$ cat config.mk
export PLATFORM = sky130hd
export DESIGN_NAME = mem_access_wb
export DESIGN_NICKNAME = d
export VERILOG_FILES = /design/src/rtl/mem_access_wb.sv
export SDC_FILE = /design/constraint.sdc
export NUM_CORES = 1
export LEC_CHECK = 0
export BUFFER_PORTS_ARGS = -buffer_cell sky130_fd_sc_hd__clkbuf_2
export CORE_ASPECT_RATIO = 0.6
export CORE_MARGIN = 4
export CORE_UTILIZATION = 35
export DETAILED_ROUTE_END_ITERATION = 10
export SLEW_MARGIN = 20
export SYNTH_ARGS = -nofsm -noshare
export SYNTH_HDL_FRONTEND = slang
export SYNTH_SLANG_ARGS = --single-unit
$ cat constraint.sdc
create_clock -name clk_i -period 4.4 [get_ports clk_i]
set_input_delay 0.44 -clock clk_i [delete_from_list [all_inputs] [get_ports clk_i]]
set_output_delay 0.44 -clock clk_i [all_outputs]
set_load 0.01 [all_outputs]
$ cat src/rtl/mem_access_wb.sv
// mem_access_wb: MEM stage plus MEM/WB pipeline register.
//
// Performs the data-memory access for the instruction held in EX/MEM over a
// req/ack handshake with variable latency, then registers the write-back
// fields. While an access is outstanding stall_o holds EX/MEM and upstream.
//
// Optional feature (macro MEM_TIMEOUT_EN): WAIT-state timeout. After
// TIMEOUT_CYCLES WAIT cycles without ack the access is abandoned, the
// instruction retires with RegWrite_o forced low and the sticky err_o is set.
// With the macro undefined WAIT persists until ack and err_o is tied to 0.
//
// Ports:
//   clk_i, rst_i (async, active low)
//   EX/MEM inputs : MemtoReg_i, RegWrite_i, MemWrite_i, MemRead_i,
//                   ALU_result_i, Mem_Write_Data_i, Write_register_i
//   Memory bus    : mem_req_o, mem_we_o, mem_addr_o, mem_wdata_o,
//                   mem_rdata_i, mem_ack_i
//   Control       : stall_o, err_o
//   MEM/WB outputs: MemtoReg_o, RegWrite_o, Read_data_o, ALU_result_o,
//                   Write_register_o
module mem_access_wb #(
    parameter int unsigned DATA_W         = 32,
    parameter int unsigned REG_W          = 5,
    parameter int unsigned TIMEOUT_CYCLES = 64
) (
    input  logic              clk_i,
    input  logic              rst_i,
    input  logic              MemtoReg_i,
    input  logic              RegWrite_i,
    input  logic              MemWrite_i,
    input  logic              MemRead_i,
    input  logic [DATA_W-1:0] ALU_result_i,
    input  logic [DATA_W-1:0] Mem_Write_Data_i,
    input  logic [REG_W-1:0]  Write_register_i,
    output logic              mem_req_o,
    output logic              mem_we_o,
    output logic [DATA_W-1:0] mem_addr_o,
    output logic [DATA_W-1:0] mem_wdata_o,
    input  logic [DATA_W-1:0] mem_rdata_i,
    input  logic              mem_ack_i,
    output logic              stall_o,
    output logic              MemtoReg_o,
    output logic              RegWrite_o,
    output logic [DATA_W-1:0] Read_data_o,
    output logic [DATA_W-1:0] ALU_result_o,
    output logic [REG_W-1:0]  Write_register_o,
    output logic              err_o
);

    typedef enum logic [0:0] {StIdle, StWait} state_t;

    state_t            state_q;
    logic              hold_memtoreg;
    logic              hold_regwrite;
    logic              hold_memwrite;
    logic              hold_memread;
    logic [DATA_W-1:0] hold_alu;
    logic [DATA_W-1:0] hold_wdata;
    logic [REG_W-1:0]  hold_wreg;

    logic acc;
    logic in_wait;
    logic timeout_hit;

    localparam logic [7:0] TO_LAST = 8'(TIMEOUT_CYCLES - 1);

`ifdef MEM_TIMEOUT_EN
    logic [7:0] to_cnt;
    logic       err_q;

    assign timeout_hit = in_wait & ~mem_ack_i & (to_cnt == TO_LAST);
    assign err_o       = err_q;
`else
    logic unused_to_last;

    assign unused_to_last = ^TO_LAST;
    assign timeout_hit    = 1'b0;
    assign err_o          = 1'b0;
`endif

    always_comb begin
        acc         = MemRead_i | MemWrite_i;
        in_wait     = (state_q == StWait);
        // Request and stall are forced low while reset is asserted, even if
        // EX/MEM presents a memory instruction.
        mem_req_o   = rst_i & (in_wait | acc);
        mem_we_o    = in_wait ? hold_memwrite : MemWrite_i;
        mem_addr_o  = in_wait ? hold_alu      : ALU_result_i;
        mem_wdata_o = in_wait ? hold_wdata    : Mem_Write_Data_i;
        // A timeout releases the stall on its own cycle so upstream advances.
        stall_o     = rst_i & (in_wait ? (~mem_ack_i & ~timeout_hit)
                                       : (acc & ~mem_ack_i));
    end

    always_ff @(posedge clk_i or negedge rst_i) begin
        if (!rst_i) begin
            state_q          <= StIdle;
            hold_memtoreg    <= 1'b0;
            hold_regwrite    <= 1'b0;
            hold_memwrite    <= 1'b0;
            hold_memread     <= 1'b0;
            hold_alu         <= '0;
            hold_wdata       <= '0;
            hold_wreg        <= '0;
            MemtoReg_o       <= 1'b0;
            RegWrite_o       <= 1'b0;
            Read_data_o      <= '0;
            ALU_result_o     <= '0;
            Write_register_o <= '0;
`ifdef MEM_TIMEOUT_EN
            to_cnt           <= '0;
            err_q            <= 1'b0;
`endif
        end else begin
            // Default: WB captures a bubble; overridden when an instruction retires.
            MemtoReg_o       <= 1'b0;
            RegWrite_o       <= 1'b0;
            Read_data_o      <= '0;
            ALU_result_o     <= '0;
            Write_register_o <= '0;
            unique case (state_q)
                StIdle: begin
                    if (acc && !mem_ack_i) begin
                        hold_memtoreg <= MemtoReg_i;
                        hold_regwrite <= RegWrite_i;
                        hold_memwrite <= MemWrite_i;
                        hold_memread  <= MemRead_i;
                        hold_alu      <= ALU_result_i;
                        hold_wdata    <= Mem_Write_Data_i;
                        hold_wreg     <= Write_register_i;
                        state_q       <= StWait;
`ifdef MEM_TIMEOUT_EN
                        to_cnt        <= '0;
`endif
                    end else begin
                        MemtoReg_o       <= MemtoReg_i;
                        RegWrite_o       <= RegWrite_i;
                        ALU_result_o     <= ALU_result_i;
                        Write_register_o <= Write_register_i;
                        // Read+write together is a write: no load data.
                        Read_data_o      <= (MemRead_i && !MemWrite_i) ? mem_rdata_i : '0;
                    end
                end
                StWait: begin
                    if (mem_ack_i) begin
                        MemtoReg_o       <= hold_memtoreg;
                        RegWrite_o       <= hold_regwrite;
                        ALU_result_o     <= hold_alu;
                        Write_register_o <= hold_wreg;
                        Read_data_o      <= (hold_memread && !hold_memwrite) ? mem_rdata_i : '0;
                        state_q          <= StIdle;
                    end else if (timeout_hit) begin
`ifdef MEM_TIMEOUT_EN
                        MemtoReg_o       <= hold_memtoreg;
                        ALU_result_o     <= hold_alu;
                        Write_register_o <= hold_wreg;
                        err_q            <= 1'b1;
`endif
                        state_q          <= StIdle;
                    end else begin
`ifdef MEM_TIMEOUT_EN
                        to_cnt           <= to_cnt + 8'd1;
`endif
                    end
                end
                default: state_q <= StIdle;
            endcase
        end
    end

endmodule

==> summary.md <==
| Metric | Value |
|---|---|
| Clock Latency Late Sink | `0.40 ns` |
| Final nets | `743` |
| Switch Pwr | `0.997 mW` |
| Root Buffer | `clkbuf_16` |
| Syn Area/Cell | `16.0 sq um` |
| Pre-CTS WS | `1.49 ns` |
| Largest net degree at the start of global routing | `86` |
| Cts hold-fix bufs | `0` |
| Vias in the first global route | `4,611` |
| Die Y | `112 um` |
| Layout area overhead | `29.9%` |
| Register area share after synthesis | `57.2%` |
| P per Cell Area | `459 nW/um^2` |
| R2r setup slk | `1.80 ns` |
| Post-synth cell types | `22` |
| DRT iter0 DRCs | `164` |
| Fillcell total | `1,567` |
| Number of remaining DRC errors | `0` |
| Outcome | `completed` |
| Core region area | `17,500 sq um` |
| Routed len/inst | `17.3 um` |
| Fmax | `0.384 GHz` |
| Synth Register Bits | `145` |
| HP Class | `in2async` |
| Die width | `182 um` |
| RSZ-0062 raised after global routing | `false` |
| Max cap viols | `0` |
| Internal power | `2.78 mW` |
| Final WL | `15,200 um` |
| Slew @ Worst Pin | `1.02 ns` |
| Post-synthesis instance total | `397` |
| Tcrit/Tclk final | `59.2%` |
| Core Util, Final | `47.2%` |
| TritonRoute pass-1 iters | `4` |
| Tmin final | `2.60 ns` |
| Syn nets | `505` |
| R2R Path End | `hold_memwrite$_DFFE_PN0P_` |
| # IOs | `247` |
| # H-tree levels | `4` |
| FF-to-FF Start | `in_wait$_DFF_PN0_` |
| GPL Wtd Cong | `0.813` |
| Overall routing resource usage | `15.2%` |
| Slew HR | `31.6%` |
| Worst Setup Path Type | `reg2reg` |
| Critical Path End Type | `flip-flop` |
| Initial core utilization | `36.3%` |
| Congestion Overflow GR | `0` |
| # port buffers | `245` |
| CP max FO | `71` |
| # rows | `37` |
| Max Slew Vio Count | `0` |
| Worst setup SP type | `flip-flop` |
| Yosys warns | `0` |
| Number of diodes | `0` |
| WP data required | `4.68 ns` |
| Mapped Area | `6340 sq um` |
| Via count | `4,136` |
| Antenna violations before repair | `0` |
| LEAKAGE | `4.32 nW` |
| Worst-case clock buffer depth | `2` |
| Die area | `20,400 sq um` |
| Setup_tns | `0 ns` |
| Clock sinks | `145` |
| Data arrival, critical path | `2.89 ns` |
| Net Sw Frac | `26.4%` |
| Setup bufs post-CTS | `0` |
| Post-CTS Resized | `0` |
| Post-Route Skew | `0.00931 ns` |
| Gate power share | `18.9%` |
| Vias/cell | `4.69` |
| Endpoints failing setup | `0` |
| Final ANT Viol Nets | `0` |
| Number of buffers created by CTS | `17` |
| Worst r2r path cells | `3` |
| Worst hold margin | `0.0556 ns` |
| Seq pwr share | `43.0%` |
| Max IR drop VDD | `235 uV` |
| Post-DP HPWL | `10,600 um` |
| Register clock-pin slew on the reported worst setup and hold paths | `0.06 ns` |
| CTS tree | `done` |
| Fin. Hold Viols | `0` |
| Power share of the clock group | `38.1%` |
| First-pass GRT wire length | `25,100 um` |
| Layout cells sized above 1 | `66.0%` |
| Setup WS post-layout | `1.80 ns` |
==> routing by layer <==
| layer | share of wire, % | vias to the layer above | track usage (%) |
|---|---|---|---|
| met1 | 46 | 2052 | 20.6 |
| met2 | 44 | 167 | 22.6 |
| met3 | 8.9 | 6 | 6.48 |
| met5 | 0 | - | 0 |
| li1 | - | 1911 | - |
| met4 | 0.47 | 0 | 3.70 |
==> worst max-delay path, stage by stage (launching register included) <==
cell	delay (ns)
dfrtp_4	0.82
nor2b_4	0.79
buf_4	0.52
mux2_4	0.34
==> stage by stage <==
stage                     instance area, sq um  std cells  power, mW
after detailed placement                  7640        850       2.37
after global placement                    7640        850       2.35
final                                     8240        881       3.78
after global routing                      8240        881       3.98
after CTS                                 8240        881       3.84
after floorplan                           6340        397       2.08
==> sequential cells by signal, indices dropped and copies added, names as in the netlist, 5 cells and up <==
signal and cells:
Write_register_o 5, hold_wreg 5, ALU_result_o 32, hold_alu 32
hold_wdata 32, Read_data_o 32
==> final cells by class <==
| cell class | instances | area (sq um) | share of cell area [%] |
|---|---|---|---|
| clock buffer | 18 | 439 | 5.33 |
| tap | 234 | 293 | 3.56 |
| timing repair buffer | 250 | 1270 | 15.4 |
| sequential | 145 | 3630 | 44.1 |
| clock inverter | 13 | 151 | 1.84 |
| multi-input combinational | 221 | 2450 | 29.7 |
==> synth_stat cells (all sizes together) <==
| cell type | n | share of area, % |
|---|---|---|
| nor3 | 1 | 0.079 |
| and3 | 32 | 3.2 |
| nand2b | 1 | 0.099 |
| mux2 | 138 | 29 |
| conb | 1 | 0.059 |
| dfrtp | 145 | 57 |
| nor2 | 2 | 0.12 |
| a22o | 39 | 5.4 |
| and2 | 1 | 0.12 |
| nor2b | 2 | 0.32 |
| clkbuf | 8 | 0.47 |
| o21ba | 1 | 0.16 |
| nand3b | 1 | 0.12 |
| and2b | 1 | 0.14 |
| o21ai | 1 | 0.079 |
| buf | 23 | 3.8 |
==> how the worst max path moves through the flow <==
| stage | startpoint | endpoint | slack (ns) | cells after the start |
|---|---|---|---|---|
| 6_report | in_wait$_DFF_PN0_ | hold_memwrite$_DFFE_PN0P_ | 1.80 | 3 |
| 5_1_grt | in_wait$_DFF_PN0_ | hold_alu[16]$_DFFE_PN0P_ | 1.60 | 3 |
| 4_1_cts | in_wait$_DFF_PN0_ | hold_memwrite$_DFFE_PN0P_ | 1.72 | 3 |
| 3_5_place_dp | mem_ack_i | hold_alu[19]$_DFFE_PN0P_ | 1.49 | 5 |
| 3_3_place_gp | mem_ack_i | hold_memwrite$_DFFE_PN0P_ | 1.52 | 5 |
| 2_1_floorplan | in_wait$_DFF_PN0_ | mem_addr_o[12] | 2.73 | 4 |
==> logic make-up after synthesis <==
kind of cell | Yosys count | share of synthesized area (%)
AO/OA/AOI/OAI | 41 | 5.62
buffers and inverters | 31 | 4.24
flip-flops | 145 | 57.2
multiplexers | 138 | 28.7
other | 1 | 0.0591
AND/OR/NAND/NOR | 41 | 4.18
==> placed cells by master (no fill, tap or decap) <==
| master | n |
|---|---|
| clkbuf_2 | 244 |
| clkinv_4 | 1 |
| a22o_1 | 39 |
| mux2_4 | 70 |
| clkbuf_8 | 1 |
| inv_6 | 5 |
| and3_2 | 2 |
| and2b_2 | 1 |
| conb_1 | 1 |
| clkinv_2 | 1 |
| dfrtp_1 | 144 |
| nand3b_1 | 1 |
| bufinv_16 | 2 |
| nand2b_1 | 1 |
| clkbuf_16 | 17 |
| inv_8 | 1 |
| nor3_1 | 1 |
| and3_1 | 30 |
| mux2_2 | 68 |
| and2_2 | 1 |
| clkinvlp_4 | 3 |
| nor2_4 | 1 |
| o21ba_2 | 1 |
| nor2b_4 | 1 |
| dfrtp_4 | 1 |
| buf_6 | 1 |
| buf_4 | 5 |
| o21ai_1 | 1 |
| nor2b_1 | 1 |
| nor2_1 | 1 |
==> power by group through the flow <==
stage	registers [mW]	logic [mW]	clock network, mW
after floorplan	1.63	0.458	0
after global placement	1.64	0.712	0
after detailed placement	1.64	0.725	0
after CTS	1.63	0.726	1.48
after global routing	1.65	0.776	1.55
final	1.63	0.712	1.44
(Power assumes the default switching activity.)
